**src/rtl/apb_cmd_master_if.sv**
```systemverilog
// Signal bundle for apb_cmd_master: host command stream, response stream and APB requester bus.
// The master modport is the block's view; the slave modport is the host/APB-completer side.
interface apb_cmd_master_if #(
  parameter int ADDR_W = 6,
  parameter int DATA_W = 32
);
  logic              cmd_valid;
  logic              cmd_ready;
  logic              cmd_write;
  logic [ADDR_W-1:0] cmd_addr;
  logic [DATA_W-1:0] cmd_wdata;
  logic              rsp_valid;
  logic              rsp_ready;
  logic [DATA_W-1:0] rsp_rdata;
  logic              rsp_err;
  logic              PSEL;
  logic              PENABLE;
  logic              PWRITE;
  logic [ADDR_W-1:0] PADDR;
  logic [DATA_W-1:0] PWDATA;
  logic [DATA_W-1:0] PRDATA;
  logic              PREADY;
  logic              PSLVERR;

  modport master (
    input  cmd_valid, cmd_write, cmd_addr, cmd_wdata, rsp_ready,
    input  PRDATA, PREADY, PSLVERR,
    output cmd_ready, rsp_valid, rsp_rdata, rsp_err,
    output PSEL, PENABLE, PWRITE, PADDR, PWDATA
  );

  modport slave (
    output cmd_valid, cmd_write, cmd_addr, cmd_wdata, rsp_ready,
    output PRDATA, PREADY, PSLVERR,
    input  cmd_ready, rsp_valid, rsp_rdata, rsp_err,
    input  PSEL, PENABLE, PWRITE, PADDR, PWDATA
  );
endinterface

```
**src/rtl/apb_cmd_master.sv**
```systemverilog
// Valid/ready command stream to APB SETUP/ACCESS requester, one transfer in flight.
// Optional macro APB_TIMEOUT_EN adds an ACCESS-phase wait-state limit of TIMEOUT_CYCLES.
module apb_cmd_master #(
  parameter int ADDR_W         = 6,
  parameter int DATA_W         = 32,
  parameter int TIMEOUT_CYCLES = 64
) (
  input  logic             PCLK,
  input  logic             PRESET,
  apb_cmd_master_if.master bus
);

  typedef enum logic [1:0] {IDLE, SETUP, ACCESS, RESP} state_t;

  state_t            state_q, state_nxt;
  logic              cmd_ready_q, cmd_ready_nxt;
  logic              psel_q, psel_nxt;
  logic              penable_q, penable_nxt;
  logic              pwrite_q, pwrite_nxt;
  logic [ADDR_W-1:0] paddr_q, paddr_nxt;
  logic [DATA_W-1:0] pwdata_q, pwdata_nxt;
  logic              rsp_valid_q, rsp_valid_nxt;
  logic [DATA_W-1:0] rsp_rdata_q, rsp_rdata_nxt;
  logic              rsp_err_q, rsp_err_nxt;
  logic              accept;

  assign accept = (state_q == IDLE) && bus.cmd_valid && cmd_ready_q;

`ifdef APB_TIMEOUT_EN
  localparam int               CNT_W    = $clog2(TIMEOUT_CYCLES + 1);
  localparam logic [CNT_W-1:0] CNT_LAST = CNT_W'(TIMEOUT_CYCLES - 1);

  logic [CNT_W-1:0] cnt_q, cnt_nxt;

  // Counts ACCESS wait states; a fresh transfer always starts from zero.
  always_comb begin
    cnt_nxt = cnt_q;
    if (accept) begin
      cnt_nxt = '0;
    end else if (state_q == ACCESS && !bus.PREADY) begin
      cnt_nxt = cnt_q + CNT_W'(1);
    end
  end

  always_ff @(posedge PCLK or posedge PRESET) begin
    if (PRESET) begin
      cnt_q <= '0;
    end else begin
      cnt_q <= cnt_nxt;
    end
  end
`else
  logic unused_timeout;
  assign unused_timeout = ^TIMEOUT_CYCLES;
`endif

  always_comb begin
    state_nxt     = state_q;
    psel_nxt      = psel_q;
    penable_nxt   = penable_q;
    pwrite_nxt    = pwrite_q;
    paddr_nxt     = paddr_q;
    pwdata_nxt    = pwdata_q;
    rsp_valid_nxt = rsp_valid_q;
    rsp_rdata_nxt = rsp_rdata_q;
    rsp_err_nxt   = rsp_err_q;
    case (state_q)
      IDLE: begin
        if (accept) begin
          pwrite_nxt  = bus.cmd_write;
          paddr_nxt   = bus.cmd_addr;
          pwdata_nxt  = bus.cmd_wdata;
          psel_nxt    = 1'b1;
          penable_nxt = 1'b0;
          state_nxt   = SETUP;
        end
      end
      SETUP: begin
        penable_nxt = 1'b1;
        state_nxt   = ACCESS;
      end
      ACCESS: begin
        // PREADY wins over an expiring timeout on the same cycle.
        if (bus.PREADY) begin
          psel_nxt      = 1'b0;
          penable_nxt   = 1'b0;
          rsp_rdata_nxt = pwrite_q ? {DATA_W{1'b0}} : bus.PRDATA;
          rsp_err_nxt   = bus.PSLVERR;
          rsp_valid_nxt = 1'b1;
          state_nxt     = RESP;
`ifdef APB_TIMEOUT_EN
        end else if (cnt_q == CNT_LAST) begin
          psel_nxt      = 1'b0;
          penable_nxt   = 1'b0;
          rsp_rdata_nxt = {DATA_W{1'b0}};
          rsp_err_nxt   = 1'b1;
          rsp_valid_nxt = 1'b1;
          state_nxt     = RESP;
`endif
        end
      end
      RESP: begin
        if (bus.rsp_ready) begin
          rsp_valid_nxt = 1'b0;
          state_nxt     = IDLE;
        end
      end
      default: begin
        state_nxt = IDLE;
      end
    endcase
    cmd_ready_nxt = (state_nxt == IDLE);
  end

  always_ff @(posedge PCLK or posedge PRESET) begin
    if (PRESET) begin
      state_q     <= IDLE;
      cmd_ready_q <= 1'b1;
      psel_q      <= 1'b0;
      penable_q   <= 1'b0;
      pwrite_q    <= 1'b0;
      paddr_q     <= '0;
      pwdata_q    <= '0;
      rsp_valid_q <= 1'b0;
      rsp_rdata_q <= '0;
      rsp_err_q   <= 1'b0;
    end else begin
      state_q     <= state_nxt;
      cmd_ready_q <= cmd_ready_nxt;
      psel_q      <= psel_nxt;
      penable_q   <= penable_nxt;
      pwrite_q    <= pwrite_nxt;
      paddr_q     <= paddr_nxt;
      pwdata_q    <= pwdata_nxt;
      rsp_valid_q <= rsp_valid_nxt;
      rsp_rdata_q <= rsp_rdata_nxt;
      rsp_err_q   <= rsp_err_nxt;
    end
  end

  assign bus.cmd_ready = cmd_ready_q;
  assign bus.PSEL      = psel_q;
  assign bus.PENABLE   = penable_q;
  assign bus.PWRITE    = pwrite_q;
  assign bus.PADDR     = paddr_q;
  assign bus.PWDATA    = pwdata_q;
  assign bus.rsp_valid = rsp_valid_q;
  assign bus.rsp_rdata = rsp_rdata_q;
  assign bus.rsp_err   = rsp_err_q;

endmodule
```
**src/flat_wrapper.sv**
```systemverilog
// flat-port wrapper written by rule: the top's interface ports become plain ports
module apb_cmd_master_flat 
#(
  parameter int ADDR_W         = 6,
  parameter int DATA_W         = 32,
  parameter int TIMEOUT_CYCLES = 64
)
  (PCLK, PRESET, bus_cmd_valid, bus_cmd_write, bus_cmd_addr, bus_cmd_wdata, bus_rsp_ready, bus_PRDATA, bus_PREADY, bus_PSLVERR, bus_cmd_ready, bus_rsp_valid, bus_rsp_rdata, bus_rsp_err, bus_PSEL, bus_PENABLE, bus_PWRITE, bus_PADDR, bus_PWDATA);
  apb_cmd_master_if #(.ADDR_W(ADDR_W), .DATA_W(DATA_W)) bus_i ();
  input  logic PCLK;
  input  logic PRESET;
  input wire logic [$bits(bus_i.cmd_valid)-1:0] bus_cmd_valid;
  input wire logic [$bits(bus_i.cmd_write)-1:0] bus_cmd_write;
  input wire logic [$bits(bus_i.cmd_addr)-1:0] bus_cmd_addr;
  input wire logic [$bits(bus_i.cmd_wdata)-1:0] bus_cmd_wdata;
  input wire logic [$bits(bus_i.rsp_ready)-1:0] bus_rsp_ready;
  input wire logic [$bits(bus_i.PRDATA)-1:0] bus_PRDATA;
  input wire logic [$bits(bus_i.PREADY)-1:0] bus_PREADY;
  input wire logic [$bits(bus_i.PSLVERR)-1:0] bus_PSLVERR;
  output wire logic [$bits(bus_i.cmd_ready)-1:0] bus_cmd_ready;
  output wire logic [$bits(bus_i.rsp_valid)-1:0] bus_rsp_valid;
  output wire logic [$bits(bus_i.rsp_rdata)-1:0] bus_rsp_rdata;
  output wire logic [$bits(bus_i.rsp_err)-1:0] bus_rsp_err;
  output wire logic [$bits(bus_i.PSEL)-1:0] bus_PSEL;
  output wire logic [$bits(bus_i.PENABLE)-1:0] bus_PENABLE;
  output wire logic [$bits(bus_i.PWRITE)-1:0] bus_PWRITE;
  output wire logic [$bits(bus_i.PADDR)-1:0] bus_PADDR;
  output wire logic [$bits(bus_i.PWDATA)-1:0] bus_PWDATA;
  assign bus_i.cmd_valid = bus_cmd_valid;
  assign bus_i.cmd_write = bus_cmd_write;
  assign bus_i.cmd_addr = bus_cmd_addr;
  assign bus_i.cmd_wdata = bus_cmd_wdata;
  assign bus_i.rsp_ready = bus_rsp_ready;
  assign bus_i.PRDATA = bus_PRDATA;
  assign bus_i.PREADY = bus_PREADY;
  assign bus_i.PSLVERR = bus_PSLVERR;
  assign bus_cmd_ready = bus_i.cmd_ready;
  assign bus_rsp_valid = bus_i.rsp_valid;
  assign bus_rsp_rdata = bus_i.rsp_rdata;
  assign bus_rsp_err = bus_i.rsp_err;
  assign bus_PSEL = bus_i.PSEL;
  assign bus_PENABLE = bus_i.PENABLE;
  assign bus_PWRITE = bus_i.PWRITE;
  assign bus_PADDR = bus_i.PADDR;
  assign bus_PWDATA = bus_i.PWDATA;
  apb_cmd_master #(.ADDR_W(ADDR_W), .DATA_W(DATA_W), .TIMEOUT_CYCLES(TIMEOUT_CYCLES)) u_core (.PCLK(PCLK), .PRESET(PRESET), .bus(bus_i));
endmodule
```
**config.mk**
```make
export PLATFORM = sky130hd
export DESIGN_NAME = apb_cmd_master_flat
export DESIGN_NICKNAME = d
export VERILOG_FILES = /design/src/rtl/apb_cmd_master_if.sv /design/src/rtl/apb_cmd_master.sv /design/src/flat_wrapper.sv
export SDC_FILE = /design/constraint.sdc
export NUM_CORES = 1
export LEC_CHECK = 0
export CAP_MARGIN = 20
export CORE_UTILIZATION = 42
export CTS_CLUSTER_SIZE = 20
export DETAILED_ROUTE_END_ITERATION = 16
export PLACE_DENSITY_LB_ADDON = 0.05
export SLEW_MARGIN = 25
export SYNTH_ARGS = -nofsm -noshare
export SYNTH_HDL_FRONTEND = slang
export SYNTH_SLANG_ARGS = --single-unit
```
**constraint.sdc**
```tcl
create_clock -name PCLK -period 2.9 [get_ports PCLK]
set_input_delay 0.435 -clock PCLK [delete_from_list [all_inputs] [get_ports PCLK]]
set_output_delay 0.435 -clock PCLK [all_outputs]
set_load 0.03 [all_outputs]
```
Word level (Yosys, flattened, before mapping)
Index checks and enable logic that the tools add are counted.
Widths: inputs -> output; s select.

storage, ports and cells
  input bits = 77
  logic and storage cells = 41
  register bits = 78

operators by class
  mux-type cells = 13
  equality and inequality tests = 6
  reduce and logical (&&, ||, !) cells = 12

operators with widths
  operator            number
  $mux 32             1
  $reduce_and 3->1    3
  $pmux 2 s4          1
  $mux 2              3
  $mux 1              5
  $eq 2x2->1 const B  2
  $logic_not 2->1     2
  $ne 2x2->1 const B  2
  $pmux 1 s2          2
  $reduce_and 2->1    2
  $reduce_bool 2->1   2
  $pmux 1 s3          1
  $reduce_bool 3->1   1
  $eq 2x1->1 const B  1
  $logic_and 1x1->1   2
  $ne 2x1->1 const B  1

Logic depth before layout (Yosys ltp)
Gate-level depths: netlist (run 1).

  depth in word-level cells = 6
  depth in mapped cells = 7
  depth with buffers taken out = 5

Worst setup path after synthesis (run 1)
OpenSTA, ideal clock, no wires.

  path kind = register -> register
  start = register u_core.state_q[0]
  end = register u_core.paddr_q[5], in the netlist u_core.bus.PADDR[5]
  stages on the path, launching flop included = 7
  data arrival time = 1506 ps
  period minus slack after synthesis = 1631 ps
  path slack = 1269 ps
  setup time = 125 ps
  cell sequence = dfrtp_1 > inv_1 > ha_1 > and3_1 > buf_6 > buf_12 > mux2_4

on the way
  longest elaborated chain between the ends = 4

ends and longest elaborated chain
  element                                RTL line                                    text
  start, declared                        apb_cmd_master.sv:15                        state_t state_q, state_nxt;
  start signal, assigned                 apb_cmd_master.sv:128                       state_q <= state_nxt;
  $logic_not 2->1 (*)                    apb_cmd_master.sv:27, apb_cmd_master.sv:67
  $logic_and 1x1->1 (2 in a row)         apb_cmd_master.sv:27                        assign accept = (state_q == IDLE) && bus.cmd_valid && cmd_ready_q;
  $reduce_and 2->1 (no source line) (*)  --
  end signal, assigned                   apb_cmd_master.sv:133                       paddr_q <= paddr_nxt;
  end, declared                          apb_cmd_master.sv:20                        logic [ADDR_W-1:0] paddr_q, paddr_nxt;

Every way passes the cells marked *; elsewhere a longest branch is shown, timed or not.
A chain may end at the register's enable or synchronous reset.

Final worst setup path (run 1)
  start = register u_core.cmd_ready_q, in the netlist u_core.bus.cmd_ready
  end = output port bus_cmd_ready

RTL lines
  element                 RTL line               text
  start, declared         apb_cmd_master.sv:16   logic cmd_ready_q, cmd_ready_nxt;
  start signal, assigned  apb_cmd_master.sv:129  cmd_ready_q <= cmd_ready_nxt;
  end, declared           flat_wrapper.sv:20     output wire logic [$bits(bus_i.cmd_ready)-1:0] bus_cmd_ready;

No word-level cell between the ends.

==> summary.md, run 1 <==
| Metric | Value |
|---|---|
| Biggest area consumer among synthesized cells | `dfrtp_1` |
| Worst-path clk slew | `0.07 ns` |
| Syn Inst Count | `258` |
| TritonCTS clock tree | `done` |
| Hold Path Class | `in -> async` |
| Crit Path Max Fanout | `3` |
| Sequential cell area | `0.00195 mm^2` |
| Placed cell count | `503` |
| Setup TNS | `0 ns` |
| Worst reg2reg path endpoint | `u_core.bus.PWDATA[8]$_DFFE_PP0P_` |
| Routed Antenna Nets | `0` |
| Period utilization | `68.4%` |
| Area occupied by multi-input gates | `0.00129 mm^2` |
| H-tree levels | `3` |
| Drt wl/cell | `approximately 14 um` |
| Worst-Skew Late Latency | `0.33 ns` |
| Final Max Tran Viols | `0` |
| FILL cells | `between 600 and 700` |
| Maximum clock path buffer count | `2` |
| Share of cells above drive strength 1 | `15.9%` |
| Yosys warning count | `0` |
| Resized cells post-CTS | `0` |
| Non-Filler Instances | `between 500 and 600` |
| Initial antenna violation count | `0` |
| Drt pass-1 iters | `4` |
| Post-synthesis register bit count | `78` |
| Relative slew slack | `between 60% and 70%` |
| Slowest CP cell | `clkdlybuf4s50_1` |
| # nets final | `493` |
| Internal cell power | `3.49 mW` |
| Psw | `2.34 mW` |
| Vias in the first global route | `about 2300` |
| PortBufs | `152` |
| Post-Syn Area | `around 0.0034 mm^2` |
| DP HPWL | `5290 um` |
| Setup Crit Path Kind | `reg -> out` |
| Area Overhead vs Synth | `50.7%` |
| Hold Vio Cnt, Final | `0` |
| Drt drc | `0` |
| IO Count | `153` |
| Num CTS Buffers | `9` |
| Yosys top cell area share | `56.8%` |
| Max-capacitance violation count | `0` |
| GR Util All Layers | `18.3%` |
| Post-synthesis sequential area ratio | `57.6%` |
| Top cell family by delay on the critical path | `buffers and inverters` |
| Largest net degree at the start of global routing | `47` |
| Row cnt | `32` |
| Vias per cell | `4.65` |
| Buf/Inv on CP | `1` |
| Antenna diode count | `0` |
| Initial DRC Count | `62` |
| Type of origin of the critical path | `flop` |
| Worst EP required | `2.47 ns` |
| Status | `complete, no violations` |
| Synth unique cells | `27` |
| Vias | `2399` |
| Core box area | `0.00777 mm^2` |
| Final setup skew | `0.00584 ns` |
| Worst-margin pin slew | `about 0.58 ns` |
| Max Clk Rate | `504 MHz` |
| Root buf cell | `clkbuf_8` |
| Max VDD drop | `0.574 mV` |
| Register share of total power | `32.1%` |
| Final worst path period need | `1.98 ns` |
| Critical Path, Cell by Cell | `clkdlybuf4s50_1` |
| Unrepaired setup endpoints after global routing | `false` |
| CTS Sinks | `78` |
| Hold buffers post-CTS | `0` |
| Top cells by area, synth | `dfrtp_1, mux2_4, nand2b_1` |
| Mapped Nets | `339` |
| Worst Reg-to-Reg Cells | `5` |
| Die height | `91.9 um` |
| Initial Utilization | `43.7%` |
| GRT overflow | `0` |
| Combinational cell fraction of total power | `56.7%` |
| Reg2reg setup slack | `0.93 ns` |
| Setup violations, final | `0` |
| Crit end category | `output pin` |
| Clk pwr share | `11.1%` |
| R2r startpoint | `u_core.state_q[1]$_DFF_PP0_` |
| Postcts setup bufs | `0` |
| Mean Syn Cell Area | `roughly 13 um^2` |
| Die area | `approximately 0.0084 mm^2` |
| Global-route wire length before repair | `11900 um` |
| Power, Total | `5.82 mW` |
| Detailed Route WL | `around 7400 um` |
| Arrival time worst endpoint | `1.55 ns` |
| Power Dens Cells | `approximately 1100 mW/mm^2` |
| Routability cong. | `around 0.73` |
| Sw Share | `40.1%` |
| Die width | `91.9 um` |
| Max incr delay on CP | `just under 0.7 ns` |
| Static Leak | `2.22 nW` |
## registers in the layout, indices dropped and copies added, names as in the netlist
signal                count
u_core.bus.rsp_rdata     32
u_core.bus.cmd_ready      1
u_core.bus.rsp_err        1
u_core.bus.rsp_valid      1
u_core.bus.PSEL           1
u_core.bus.PENABLE        1
u_core.bus.PWDATA        32
u_core.bus.PWRITE         1
u_core.state_q            2
u_core.bus.PADDR          6
## synthesized netlist by cell type (all sizes together)
master and count:
a2111oi 1, a21oi 2, o21ai 36, clkbuf 4, o22ai 1, a21o 1
and2b 1, buf 11, mux2 42, dfrtp 77, nand2b 33, dfstp 1
nand2 34, o2bb2ai 1, and3 1, ha 4, a32o 1, a22o 1
nor2 1, inv 4, nor2b 1
## power groups by stage
stage,clock network (mW),logic [mW],registers [mW]
after CTS,0.670,3.34,1.88
final,0.647,3.30,1.87
after global routing,0.716,3.50,1.94
after floorplan,0,1.13,2.82
after global placement,0,3.28,1.88
after detailed placement,0,3.33,1.88
## final cells by class
cell class,instances,share of cell area (%)
clock buffers,10,2.50
clock inverters,3,0.294
well taps,102,2.50
multi-input cells,161,25.3
inverters,4,0.318
repair buffers,158,30.9
flip-flops and latches,78,38.2
## how the worst max path moves through the flow
stage | start | cells after the start | to | slack [ns]
6_report | u_core.bus.cmd_ready$_DFF_PP1_ | 1 | bus_cmd_ready | 0.92
4_1_cts | u_core.bus.cmd_ready$_DFF_PP1_ | 1 | bus_cmd_ready | 0.89
2_1_floorplan | PRESET | 1 | u_core.bus.PADDR[0]$_DFFE_PP0P_ | 0.47
3_3_place_gp | bus_cmd_valid | 4 | u_core.bus.PADDR[4]$_DFFE_PP0P_ | 0.92
5_1_grt | u_core.state_q[1]$_DFF_PP0_ | 6 | u_core.bus.cmd_ready$_DFF_PP1_ | 0.78
3_5_place_dp | bus_cmd_valid | 4 | u_core.bus.PWDATA[8]$_DFFE_PP0P_ | 0.91
## metrics by stage
step	hold slack (ns)	area (um^2)	utilization, %	worst slack, ns
after global placement	0.467	4970	64.0	0.916
final	0.468	5110	65.8	0.915
after global routing	0.513	5110	65.8	0.783
after detailed placement	0.476	4970	64.0	0.906
after CTS	0.484	5110	65.8	0.894
after floorplan	0.560	3390	-	0.472
## routing by layer
metal | GRT usage (%) | wire, um | vias to the layer above
met2 | 27.0 | 3320 | 85
li1 | - | - | 1163
met5 | 0 | 0 | -
met1 | 25.9 | 3440 | 1142
met3 | 4.73 | 555 | 9
met4 | 7.03 | 111 | 0
## cell usage in the layout, fill, tap and decap left out
cell	count
o2bb2ai_1	1
mux2_1	1
and3_2	1
nor2_1	1
a21o_1	1
o21ai_1	33
inv_1	3
buf_4	5
clkbuf_1	1
mux2_4	40
ha_1	4
o21ai_0	3
a32o_2	1
and2b_4	1
dfstp_2	1
nand2b_1	33
o22ai_4	1
a21oi_1	2
clkdlybuf4s50_1	152
nand2_2	1
a22o_1	1
dfrtp_1	77
clkbuf_8	9
buf_12	1
a2111oi_1	1
clkinv_2	4
nor2b_1	1
mux2_2	1
nand2_1	33
## cell families after synthesis
| kind of cell | after synthesis | share of synthesized area, % |
|---|---|---|
| flops | 78 | 57.6 |
| simple gates | 71 | 10.6 |
| compound gates | 44 | 7.56 |
| mux | 42 | 18.4 |
| buf+inv | 19 | 4.42 |
| fa+ha+maj | 4 | 1.47 |
Note: power is estimated with default switching activity, not from simulation.
==> run 2: changes to the inputs <==
--- a/config.mk
+++ b/config.mk
@@ -6,7 +6,7 @@
 export NUM_CORES = 1
 export LEC_CHECK = 0
 export CAP_MARGIN = 20
-export CORE_UTILIZATION = 42
+export CORE_UTILIZATION = 38
 export CTS_CLUSTER_SIZE = 20
 export DETAILED_ROUTE_END_ITERATION = 16
 export PLACE_DENSITY_LB_ADDON = 0.05
==> constraint.sdc (replaced) <==
create_clock -name PCLK -period 1.75 [get_ports PCLK]
set_input_delay 0.2625 -clock PCLK [delete_from_list [all_inputs] [get_ports PCLK]]
set_output_delay 0.2625 -clock PCLK [all_outputs]
set_load 0.03 [all_outputs]
==> run 2 against run 1 <==
Global-route usage is 2.2 points lower. First-iteration DRC count is 23% higher. Largest cell class unchanged. Sequential power increased by 68%. Final area grew 3.2%. Critical endpoint is now bus_PSEL. Register-to-register slack lost 0.80 ns. Routed wire length shrank 0.71%. Largest power group unchanged. Power is 77% higher.
==> summary.md, run 2 (synthesis results as in run 1) <==
| Metric | Value |
|---|---|
| Die height | `roughly 96 um` |
| Crit end category | `output pin` |
| Routability cong. | `0.686` |
| GR Util All Layers | `16.1%` |
| Commonest cells after routing, fill and taps aside | `clkdlybuf4s50_1, dfrtp_1, mux2_4` |
| GRT overflow | `0` |
| Antenna diode count | `0` |
| Drt pass-1 iters | `6` |
| Hold Path Class | `in -> async` |
| Max incr delay on CP | `roughly 0.71 ns` |
| Largest net degree at the start of global routing | `79` |
| Power Dens Cells | `1950 mW/mm^2` |
| Root buf cell | `clkbuf_8` |
| Hold Vio Cnt, Final | `0` |
| Share of cells above drive strength 1 | `between 10% and 20%` |
| Initial DRC Count | `76` |
| Period utilization | `96.2%` |
| IO Count | `153` |
| Post-route cell area | `0.00528 mm^2` |
| TritonCTS clock tree | `done` |
| Die width | `96.5 um` |
| Max VDD drop | `0.942 mV` |
| Vias in the first global route | `2253` |
| Worst EP required | `approximately 1.5 ns` |
| Initial antenna violation count | `0` |
| Status | `complete, no violations` |
| Setup TNS | `0 ns` |
| Drt drc | `0` |
| Hold slack final | `between 0.3 and 0.4 ns` |
| Area Overhead vs Synth | `55.5%` |
| Arrival time worst endpoint | `1.42 ns` |
| Slowest CP cell | `clkdlybuf4s50_1` |
| Crit Path Max Fanout | `3` |
| Final setup skew | `approximately 0.012 ns` |
| Vias | `2381` |
| Worst-margin pin slew | `0.491 ns` |
| Post-DP Area | `0.00502 mm^2` |
| Die area | `0.00931 mm^2` |
| Final worst path period need | `1.68 ns` |
| Detailed Route WL | `7370 um` |
| PortBufs | `152` |
| Relative slew slack | `67.3%` |
| Critical Path, Cell by Cell | `clkdlybuf4s50_1` |
| Max-capacitance violation count | `0` |
| Row cnt | `34` |
| Top cell family by delay on the critical path | `buffers and inverters` |
| Global-route wire length before repair | `approximately 11000 um` |
| Vias per cell | `4.50` |
| Type of origin of the critical path | `flop` |
| Core box area | `0.00868 mm^2` |
| Static Leak | `2.30 nW` |
| Final Max Tran Viols | `0` |
| Unrepaired setup endpoints after global routing | `false` |
| Buf/Inv on CP | `1` |
| Max Clk Rate | `594 MHz` |
| Num CTS Buffers | `9` |
| Worst-Skew Late Latency | `0.35 ns` |
| Most common cell after layout, fill and taps aside | `clkdlybuf4s50_1` |
| Worst-path clk slew | `0.08 ns` |
| DP HPWL | `5230 um` |
| Routed Antenna Nets | `0` |
| Setup violations, final | `0` |
| Initial Utilization | `39.1%` |
| Power, Total | `just over 10 mW` |
| CTS Sinks | `78` |
| Drt wl/cell | `13.9 um` |
| # nets final | `just under 500` |
| Setup Crit Path Kind | `reg -> out` |
| Maximum clock path buffer count | `2` |
| H-tree levels | `3` |
| Hold buffers post-CTS | `0` |
run 2: cell types whose count changed in the layout (fill, tap and decap cells not counted), sizes merged:
cell           before  now
buf                 6   11
dlygate4sd2         0    1
clkdlybuf4s50     152  150
clkinvlp            0    1
bufinv              0    3
clkinv              4    0
clkbuf             10   13
run 2: path summary, 6_finish.rpt:
check,slack [ns],end,cells after the start,startpoint
max,0.07,bus_PSEL,1,u_core.bus.PSEL$_DFFE_PP0P_
max reg2reg,0.13,u_core.bus.PWDATA[24]$_DFFE_PP0P_,5,u_core.state_q[1]$_DFF_PP0_
min in group PCLK,0.46,u_core.bus.rsp_rdata[16]$_DFFE_PP0P_,3,bus_PRDATA[16]
min reg2reg,0.48,u_core.bus.rsp_rdata[24]$_DFFE_PP0P_,2,u_core.bus.rsp_rdata[24]$_DFFE_PP0P_
min,0.38,u_core.bus.PWDATA[20]$_DFFE_PP0P_,3,PRESET
max in group asynchronous,1.02,u_core.bus.cmd_ready$_DFF_PP1_,3,PRESET
run 2: final cells by class:
class,instances,area [um^2]
clock buffers,13,169
clock inverters,3,90.1
fillers,742,3400
inverters,4,18.8
multi-input cells,161,1290
flip-flops and latches,78,1950
well taps,108,135
repair buffers,162,1620
run 2: stage by stage:
step,util (%),worst slack (ns),std cells
2_1_floorplan,-,0.119,258
3_3_place_gp,57.8,0.103,513
3_5_place_dp,57.8,0.0890,513
4_1_cts,60.8,0.0427,529
5_1_grt,60.8,0.00341,529
6_report,60.8,0.0669,529
run 2: worst min-delay path, cell delays in order:
cell,delay (ns)
clkdlybuf4s50_1,0.44
clkinvlp_4,0.10
buf_12,0.34
run 2: what timing repair did:
action                                  4_1_cts  5_1_grt
gates resized for setup                       1        0
endpoints found under the setup margin        1        0
setup buffers                                 0        0
run 2: routing by layer:
metal	wire length, um	global-route usage, %
met1	3450	22.2
met5	0	0
met2	3190	23.1
met4	108	7.72
met3	612	4.46
run 2: power by group:
group          switching [mW]  leakage [nW]  total, mW  internal [mW]
clock network           0.639         0.130       1.71           1.07
registers               0.509         0.962       3.14           2.63
logic                    2.76          1.21       5.45           2.70
total                    3.91          2.30       10.3           6.39
